--- src/rtl/hack_mem_ctrl_if.sv ---
// Bus bundle between the Hack CPU memory port, the data/screen BRAM, the keyboard and the display engine.
// The ERR signal exists only when HACK_MEM_ERR_EN is defined.
interface hack_mem_ctrl_if;
  logic        STROBE;
  logic        LOAD_M;
  logic [15:0] ADDRESS_M;
  logic [15:0] OUT_M;
  logic [15:0] IN_M;
  logic        STALL;
  logic [14:0] RAM_ADDR;
  logic [15:0] RAM_WDATA;
  logic        RAM_WE;
  logic [15:0] RAM_RDATA;
  logic        KBD_VALID;
  logic        KBD_RELEASE;
  logic [15:0] KBD_CODE;
  logic        SCR_VALID;
  logic        SCR_READY;
  logic [12:0] SCR_ADDR;
  logic [15:0] SCR_DATA;
  logic        OVERFLOW;
`ifdef HACK_MEM_ERR_EN
  logic        ERR;
`endif

  modport slave (
    input  STROBE, LOAD_M, ADDRESS_M, OUT_M, RAM_RDATA,
    input  KBD_VALID, KBD_RELEASE, KBD_CODE, SCR_READY,
    output IN_M, STALL, RAM_ADDR, RAM_WDATA, RAM_WE,
    output SCR_VALID, SCR_ADDR, SCR_DATA, OVERFLOW
`ifdef HACK_MEM_ERR_EN
    , output ERR
`endif
  );

  modport master (
    output STROBE, LOAD_M, ADDRESS_M, OUT_M, RAM_RDATA,
    output KBD_VALID, KBD_RELEASE, KBD_CODE, SCR_READY,
    input  IN_M, STALL, RAM_ADDR, RAM_WDATA, RAM_WE,
    input  SCR_VALID, SCR_ADDR, SCR_DATA, OVERFLOW
`ifdef HACK_MEM_ERR_EN
    , input ERR
`endif
  );
endinterface

--- src/rtl/hack_mem_ctrl.sv ---
// Hack memory-map controller: RAM/screen BRAM access, keyboard register, screen-write FIFO to the display.
// Define HACK_MEM_ERR_EN to add the sticky ERR output for accesses beyond the keyboard register.
module hack_mem_ctrl #(
  parameter int unsigned FIFO_DEPTH = 8,
  parameter logic [15:0] KBD_ADDR   = 16'h6000
) (
  input  logic           CLK_100MHz,
  input  logic           RESET_N,
  hack_mem_ctrl_if.slave bus
);
  localparam int unsigned AW       = $clog2(FIFO_DEPTH);
  localparam logic [AW:0] PTR_ONE  = {{AW{1'b0}}, 1'b1};
  localparam logic [1:0]  SEL_ZERO = 2'd0;
  localparam logic [1:0]  SEL_RAM  = 2'd1;
  localparam logic [1:0]  SEL_KBD  = 2'd2;

  logic        strobe_q;
  logic        step_s, wr_s, below_kbd_s, in_scr_s;
  logic        ram_we_q;
  logic [1:0]  sel_q, sel_d;
  logic [15:0] kbd_q, kbd_d;
  logic [15:0] in_m_s;
  logic        ovf_q;
  logic        stall_q;
  logic [28:0] fifo_mem_q [FIFO_DEPTH];
  logic [28:0] head_s;
  logic [AW:0] wr_ptr_q, wr_ptr_d, rd_ptr_q, rd_ptr_d;
  logic        empty_s, full_s, full_d_s, pop_s, push_s, drop_s;

  // A held strobe is one CPU step: only its first cycle qualifies.
  assign step_s      = bus.STROBE & ~strobe_q;
  assign wr_s        = step_s & bus.LOAD_M;
  assign below_kbd_s = (bus.ADDRESS_M < 16'h6000);
  assign in_scr_s    = (bus.ADDRESS_M >= 16'h4000) & below_kbd_s;

  assign empty_s = (wr_ptr_q == rd_ptr_q);
  assign full_s  = (wr_ptr_q[AW] != rd_ptr_q[AW]) && (wr_ptr_q[AW-1:0] == rd_ptr_q[AW-1:0]);
  assign pop_s   = ~empty_s & bus.SCR_READY;
  assign push_s  = wr_s & in_scr_s & (~full_s | pop_s);
  assign drop_s  = wr_s & in_scr_s & full_s & ~pop_s;
  assign head_s  = fifo_mem_q[rd_ptr_q[AW-1:0]];

  // FIFO pointer next-state and the full flag that drives STALL.
  always_comb begin
    wr_ptr_d = wr_ptr_q;
    rd_ptr_d = rd_ptr_q;
    if (push_s) begin
      wr_ptr_d = wr_ptr_q + PTR_ONE;
    end else begin
      wr_ptr_d = wr_ptr_q;
    end
    if (pop_s) begin
      rd_ptr_d = rd_ptr_q + PTR_ONE;
    end else begin
      rd_ptr_d = rd_ptr_q;
    end
    full_d_s = (wr_ptr_d[AW] != rd_ptr_d[AW]) && (wr_ptr_d[AW-1:0] == rd_ptr_d[AW-1:0]);
  end

  // Read select is chosen one cycle ahead so it lines up with the BRAM read latency.
  always_comb begin
    sel_d = SEL_ZERO;
    if (below_kbd_s) begin
      sel_d = SEL_RAM;
    end else if (bus.ADDRESS_M == KBD_ADDR) begin
      sel_d = SEL_KBD;
    end else begin
      sel_d = SEL_ZERO;
    end
  end

  // Keyboard register next state; a press in the same cycle as a release wins.
  always_comb begin
    kbd_d = kbd_q;
    if (bus.KBD_VALID) begin
      kbd_d = bus.KBD_CODE;
    end else if (bus.KBD_RELEASE) begin
      kbd_d = 16'h0000;
    end else begin
      kbd_d = kbd_q;
    end
  end

  // Read data mux driven entirely from registered sources.
  always_comb begin
    in_m_s = 16'h0000;
    case (sel_q)
      SEL_RAM: in_m_s = bus.RAM_RDATA;
      SEL_KBD: in_m_s = kbd_q;
      default: in_m_s = 16'h0000;
    endcase
  end

  // Control state; reset discards every queued screen write.
  always_ff @(posedge CLK_100MHz or negedge RESET_N) begin
    if (!RESET_N) begin
      strobe_q <= 1'b0;
      ram_we_q <= 1'b0;
      sel_q    <= SEL_ZERO;
      kbd_q    <= 16'h0000;
      ovf_q    <= 1'b0;
      stall_q  <= 1'b0;
      wr_ptr_q <= '0;
      rd_ptr_q <= '0;
    end else begin
      strobe_q <= bus.STROBE;
      ram_we_q <= wr_s & below_kbd_s;
      sel_q    <= sel_d;
      kbd_q    <= kbd_d;
      ovf_q    <= ovf_q | drop_s;
      stall_q  <= full_d_s;
      wr_ptr_q <= wr_ptr_d;
      rd_ptr_q <= rd_ptr_d;
    end
  end

  // FIFO payload storage needs no reset: the pointers qualify it.
  always_ff @(posedge CLK_100MHz) begin
    if (push_s) begin
      fifo_mem_q[wr_ptr_q[AW-1:0]] <= {bus.ADDRESS_M[12:0], bus.OUT_M};
    end
  end

`ifdef HACK_MEM_ERR_EN
  logic err_q;

  // Sticky flag for writes at/above the keyboard or any step beyond it.
  always_ff @(posedge CLK_100MHz or negedge RESET_N) begin
    if (!RESET_N) begin
      err_q <= 1'b0;
    end else begin
      err_q <= err_q | (wr_s & ~below_kbd_s) | (step_s & (bus.ADDRESS_M > 16'h6000));
    end
  end

  assign bus.ERR = err_q;
`endif

  assign bus.IN_M      = in_m_s;
  assign bus.STALL     = stall_q;
  assign bus.RAM_ADDR  = bus.ADDRESS_M[14:0];
  assign bus.RAM_WDATA = bus.OUT_M;
  assign bus.RAM_WE    = ram_we_q;
  assign bus.SCR_VALID = ~empty_s;
  assign bus.SCR_ADDR  = head_s[28:16];
  assign bus.SCR_DATA  = head_s[15:0];
  assign bus.OVERFLOW  = ovf_q;
endmodule

--- src/flat_wrapper.sv ---
// flat-port wrapper written by rule: the top's interface ports become plain ports
module hack_mem_ctrl_flat 
#(
  parameter int unsigned FIFO_DEPTH = 8,
  parameter logic [15:0] KBD_ADDR   = 16'h6000
)
  (CLK_100MHz, RESET_N, bus_STROBE, bus_LOAD_M, bus_ADDRESS_M, bus_OUT_M, bus_RAM_RDATA, bus_KBD_VALID, bus_KBD_RELEASE, bus_KBD_CODE, bus_SCR_READY, bus_IN_M, bus_STALL, bus_RAM_ADDR, bus_RAM_WDATA, bus_RAM_WE, bus_SCR_VALID, bus_SCR_ADDR, bus_SCR_DATA, bus_OVERFLOW);
  hack_mem_ctrl_if bus_i ();
  input  logic CLK_100MHz;
  input  logic RESET_N;
  input wire logic [$bits(bus_i.STROBE)-1:0] bus_STROBE;
  input wire logic [$bits(bus_i.LOAD_M)-1:0] bus_LOAD_M;
  input wire logic [$bits(bus_i.ADDRESS_M)-1:0] bus_ADDRESS_M;
  input wire logic [$bits(bus_i.OUT_M)-1:0] bus_OUT_M;
  input wire logic [$bits(bus_i.RAM_RDATA)-1:0] bus_RAM_RDATA;
  input wire logic [$bits(bus_i.KBD_VALID)-1:0] bus_KBD_VALID;
  input wire logic [$bits(bus_i.KBD_RELEASE)-1:0] bus_KBD_RELEASE;
  input wire logic [$bits(bus_i.KBD_CODE)-1:0] bus_KBD_CODE;
  input wire logic [$bits(bus_i.SCR_READY)-1:0] bus_SCR_READY;
  output wire logic [$bits(bus_i.IN_M)-1:0] bus_IN_M;
  output wire logic [$bits(bus_i.STALL)-1:0] bus_STALL;
  output wire logic [$bits(bus_i.RAM_ADDR)-1:0] bus_RAM_ADDR;
  output wire logic [$bits(bus_i.RAM_WDATA)-1:0] bus_RAM_WDATA;
  output wire logic [$bits(bus_i.RAM_WE)-1:0] bus_RAM_WE;
  output wire logic [$bits(bus_i.SCR_VALID)-1:0] bus_SCR_VALID;
  output wire logic [$bits(bus_i.SCR_ADDR)-1:0] bus_SCR_ADDR;
  output wire logic [$bits(bus_i.SCR_DATA)-1:0] bus_SCR_DATA;
  output wire logic [$bits(bus_i.OVERFLOW)-1:0] bus_OVERFLOW;
  assign bus_i.STROBE = bus_STROBE;
  assign bus_i.LOAD_M = bus_LOAD_M;
  assign bus_i.ADDRESS_M = bus_ADDRESS_M;
  assign bus_i.OUT_M = bus_OUT_M;
  assign bus_i.RAM_RDATA = bus_RAM_RDATA;
  assign bus_i.KBD_VALID = bus_KBD_VALID;
  assign bus_i.KBD_RELEASE = bus_KBD_RELEASE;
  assign bus_i.KBD_CODE = bus_KBD_CODE;
  assign bus_i.SCR_READY = bus_SCR_READY;
  assign bus_IN_M = bus_i.IN_M;
  assign bus_STALL = bus_i.STALL;
  assign bus_RAM_ADDR = bus_i.RAM_ADDR;
  assign bus_RAM_WDATA = bus_i.RAM_WDATA;
  assign bus_RAM_WE = bus_i.RAM_WE;
  assign bus_SCR_VALID = bus_i.SCR_VALID;
  assign bus_SCR_ADDR = bus_i.SCR_ADDR;
  assign bus_SCR_DATA = bus_i.SCR_DATA;
  assign bus_OVERFLOW = bus_i.OVERFLOW;
  hack_mem_ctrl #(.FIFO_DEPTH(FIFO_DEPTH), .KBD_ADDR(KBD_ADDR)) u_core (.CLK_100MHz(CLK_100MHz), .RESET_N(RESET_N), .bus(bus_i));
endmodule
--- config.mk ---
export PLATFORM = sky130hd
export DESIGN_NAME = hack_mem_ctrl_flat
export DESIGN_NICKNAME = d
export VERILOG_FILES = /design/src/rtl/hack_mem_ctrl_if.sv /design/src/rtl/hack_mem_ctrl.sv /design/src/flat_wrapper.sv
export SDC_FILE = /design/constraint.sdc
export NUM_CORES = 1
export LEC_CHECK = 0
export ABC_AREA = 1
export CORE_ASPECT_RATIO = 1.75
export CORE_MARGIN = 2
export CORE_UTILIZATION = 55
export CTS_BUF_LIST = sky130_fd_sc_hd__clkbuf_2 sky130_fd_sc_hd__clkbuf_4 sky130_fd_sc_hd__clkbuf_8
export CTS_CLUSTER_DIAMETER = 30
export DETAILED_ROUTE_END_ITERATION = 10
export MAX_ROUTING_LAYER = met4
export PLACE_DENSITY = 0.79
export RECOVER_POWER = 50
export SKIP_CTS_REPAIR_TIMING = 1
export SLEW_MARGIN = 10
export SYNTH_ARGS = -nofsm -noshare
export SYNTH_HDL_FRONTEND = slang
export SYNTH_SLANG_ARGS = --single-unit
--- constraint.sdc ---
create_clock -name CLK_100MHz -period 4.9 [get_ports CLK_100MHz]
set_input_delay 1.47 -clock CLK_100MHz [delete_from_list [all_inputs] [get_ports CLK_100MHz]]
set_output_delay 1.47 -clock CLK_100MHz [all_outputs]
set_load 0.02 [all_outputs]
==> results.md <==
Clock network:
- The clock sink count is 262.
- The H-tree was split into 2 levels.
- The root buffer selected by CTS is clkbuf_8.
- The number of buffers added by the clock tree synthesis step is 40.
- The number of buffers on the longest clock path is 3.
- The worst-skew pair later-pin latency is between 0.5 and 0.6 ns.
- TritonCTS built the clock tree.
- After clock tree synthesis, the clock-pin slew on the worst setup and hold paths is approximately 0.070 ns.

Floorplanning:
- The starting density of the core is 0.5556.
- The die is 190.0 um tall.
- The number of top-level pins is 151.
- After floorplanning, the core was sized to cover 0.01957 sq mm.
- The die covers 0.02095 sq mm.
- The initialized floorplan defines 68 standard-cell rows.
- The width of the chip is 110.3 um.

Worst setup path:
- The critical path data arrival time is 3.19 ns.
- The largest incremental delay on the critical path is a little under 0.9 ns.
- The slowest stage of the critical path belongs to the cell inv_1.
- The critical path in this run is classified as flip-flop to output pin.
- STA classifies the critical path endpoint as an output pin.
- The required time of the critical path is 3.43 ns.
- Walking the worst path, the cells encountered are inv_1 > buf_12 > nor2_1 > a31oi_1 > clkdlybuf4s50_1.
- Along the worst path, the maximum fanout reaches 31.
- The element type at the critical path start is a flip-flop.

Synthesis:
- The gate count of the mapped netlist is 939.
- The post-synth net total is 1014.
- Yosys printed 0 warnings.
- The post-synth design cell area is 0.01087 sq mm.
- The mean instance size in the synthesized netlist is 11.58 sq um.
- The share of the yosys chip area belonging to registers is 0.7099.
- The distinct cell type count of the synthesized netlist is 30.
- The total of flip-flops plus latches after synthesis is 262.

Run status:
- The run finished with clean final reports.

STA:
- Setup violations remaining at the end of the flow were counted as 0.
- The post-layout minimum cycle time is 4.659 ns.
- The final hold violation count is 0.
- The post-route clock period utilization is 0.9508.
- Setup repair after global routing left no endpoint under its margin.
- The slew of the pin with the lowest slew margin is 1.161 ns.
- The number of slew-limit violations in the final report is 0.
- Between clock sinks in the finished design, the worst skew comes to between 0.02 and 0.025 ns.
- The maximum clock frequency is between 200 and 250 MHz.
- Headroom to the max-slew limit came out at 0.2254.
- Adding up every negative setup slack in the final design gives 0 ns.

Job:
- The tool flagged a number of max-cap violations equal to 0.

Routing:
- The length of the first detailed-routing pass in iterations is 5.
- The count of nets left with antenna violations once routing finished came out at 0.
- The violation count after the first detailed-route iteration is 693.
- Dividing the detail-routed wire length by the instance count gives between 15 and 20 um.
- The routed via count is 7603.
- Using the TritonRoute via totals, the vias-per-cell ratio works out to 5.649.
- The total wirelength of the detailed-routed design is between 20000 and 25000 um.
- For this run, design rule violations remaining after detail routing come to 0.

Finish:
- The share of layout cells above drive strength 1 is 0.09545.
- The filler cells instantiated in the layout total 1431.
- Relative to the synthesized area, the layout overhead comes to 22.24%.
- The number of nets in the final layout is roughly 1100.
- Measured on the finished design, the core utilization comes to 0.6791.

Power and ir drop:
- The largest vdd supply drop is 0.4798 mV.
- The power per unit of standard cell area is 515.9 mW/mm^2.
- In this run the static leakage power is 4.678 nW.

GRT:
- The via count of the first global-routing pass is 7397.
- The wire length of the first global-routing pass is 38490 um.
- The number of antenna violations at the first check in global routing was 1.
- The pin count of the biggest net entering global routing is approximately 120.
- Summed over all layers, the global routing overflow is 0.
- In the global route stage, overall resource usage came out at 0.2473.

Place:
- The count of input and output buffers is 150.
- At the end of routability-driven placement, the weighted congestion stood at 0.8385.
- The detailed-placement wirelength estimate is around 14000 um.

Min path:
- The tightest min-delay check is of the flip-flop to flip-flop type.
final timing paths:
path                                               start                                  to  cells after the start  slack, ns
min reg2reg                u_core.bus.OVERFLOW$_DFF_PN0_       u_core.bus.OVERFLOW$_DFF_PN0_                      1       0.51
max reg2reg                 u_core.rd_ptr_q[1]$_DFF_PN0_  u_core.fifo_mem_q[1][21]$_DFFE_PP_                     11       1.97
min                        u_core.bus.OVERFLOW$_DFF_PN0_       u_core.bus.OVERFLOW$_DFF_PN0_                      1       0.51
max                         u_core.rd_ptr_q[2]$_DFF_PN0_                     bus_SCR_ADDR[9]                      5       0.24
max in group asynchronous                        RESET_N        u_core.rd_ptr_q[0]$_DFF_PN0_                      2       2.03
min in group asynchronous                        RESET_N         u_core.kbd_q[0]$_DFFE_PN0P_                      1       1.38
synthesized netlist by cell type (all sizes together):
| cell type | n | area share |
|---|---|---|
| nor3b | 1 | 0.0012 |
| nor4 | 3 | 0.0017 |
| nor2 | 212 | 0.074 |
| clkbuf | 41 | 0.014 |
| nand4 | 1 | 0.00058 |
| o21bai | 1 | 0.00069 |
| ha | 4 | 0.0046 |
| xor2 | 2 | 0.0016 |
| nand2 | 96 | 0.034 |
| buf | 46 | 0.028 |
| xnor2 | 2 | 0.0016 |
| a21oi | 17 | 0.0078 |
| or2 | 1 | 0.00058 |
| o21ai | 136 | 0.063 |
| nor3 | 9 | 0.0041 |
| o22ai | 29 | 0.017 |
| inv | 37 | 0.013 |
| nand3b | 1 | 0.00069 |
| a31oi | 29 | 0.017 |
| dfrtp | 30 | 0.069 |
| edfxtp | 232 | 0.64 |
| nand3 | 9 | 0.0046 |
routing by layer:
layer  vias to the layer above  routed length [um]  global-route usage  share of wire
li1                       3540                   -                   -              -
met1                      3683                9255              0.3030           0.38
met2                       330               13010              0.4146           0.53
met3                        50                1761             0.03871          0.071
met4                         0                 606             0.08750          0.025
met5                         -                   0                   -              0
flip-flops by register name, summed over array words and instances (netlist names), 2 cells and up:
register and count:
u_core.wr_ptr_q 4, u_core.sel_q 2, u_core.kbd_q 16, u_core.rd_ptr_q 4
u_core.fifo_mem_q 232
per-stage QoR:
step	instance area [sq um]	hold slack (ns)	total power, W	cells	setup WS (ns)
2_1_floorplan	10870	0.4999	0.004112	939	0.2390
3_3_place_gp	12500	0.5049	0.004983	1274	0.6157
3_5_place_dp	12500	0.5138	0.005047	1274	0.5934
4_1_cts	13340	0.5278	0.006917	1345	0.3442
5_1_grt	13290	0.5397	0.007242	1346	0.1376
6_report	13290	0.5130	0.006855	1346	0.2410
cell usage in the layout (no fill, tap or decap), types with 2 or more instances in the layout:
master	count
edfxtp_1	232
nor2_1	210
o21ai_0	135
clkdlybuf4s50_1	114
nand2_1	95
clkbuf_8	41
dlygate4sd3_1	36
inv_1	32
o22ai_1	29
a31oi_1	29
dfrtp_1	28
buf_4	18
a21oi_1	17
clkbuf_4	13
nand3_1	8
nor3_2	6
clkbuf_1	6
inv_2	5
clkinv_1	5
ha_1	4
nor3_1	3
nor4_1	3
clkinvlp_4	3
bufinv_16	3
clkinv_2	3
buf_12	3
xnor2_1	2
xor2_1	2
clkinv_4	2
worst max-delay path: cells and delay by family (launching register included):
| family | cells | cell delay (ns) |
|---|---|---|
| buffers and inverters | 3 | 1.85 |
| flip-flops | 1 | 0.46 |
| AO/OA/AOI/OAI | 1 | 0.27 |
| AND/OR/NAND/NOR | 1 | 0.07 |
power breakdown:
part | total (W) | internal (W) | leakage (nW) | switching (W)
sequential | 0.00254 | 0.00248 | 2.46 | 0.0000546
clock | 0.00187 | 0.00105 | 0.430 | 0.000824
combinational | 0.00245 | 0.000930 | 1.79 | 0.00152
total | 0.00686 | 0.00446 | 4.68 | 0.00240
cells by family after synthesis:
logic type | after synthesis | synth area share
AOI/OAI and AO/OA | 212 | 0.1052
xor gates and xnor gates | 4 | 0.003223
adders and majority gates | 4 | 0.004604
buffers and inverters | 124 | 0.05524
DFF | 262 | 0.7099
and+or+nand+nor | 333 | 0.1219
cell type report:
class / instances / area [sq um] / share of cell area
Antenna cell: 1 / 2.502 / 0.0001883
Clock buffer: 54 / 661.9 / 0.04981
Clock inverter: 17 / 172.7 / 0.01299
Inverter: 37 / 138.9 / 0.01045
Multi-Input combinational cell: 553 / 2565 / 0.1930
Sequential cell: 262 / 7722 / 0.5811
Tap cell: 245 / 306.5 / 0.02307
Timing Repair Buffer: 177 / 1719 / 0.1294
(Power assumes the default switching activity.)
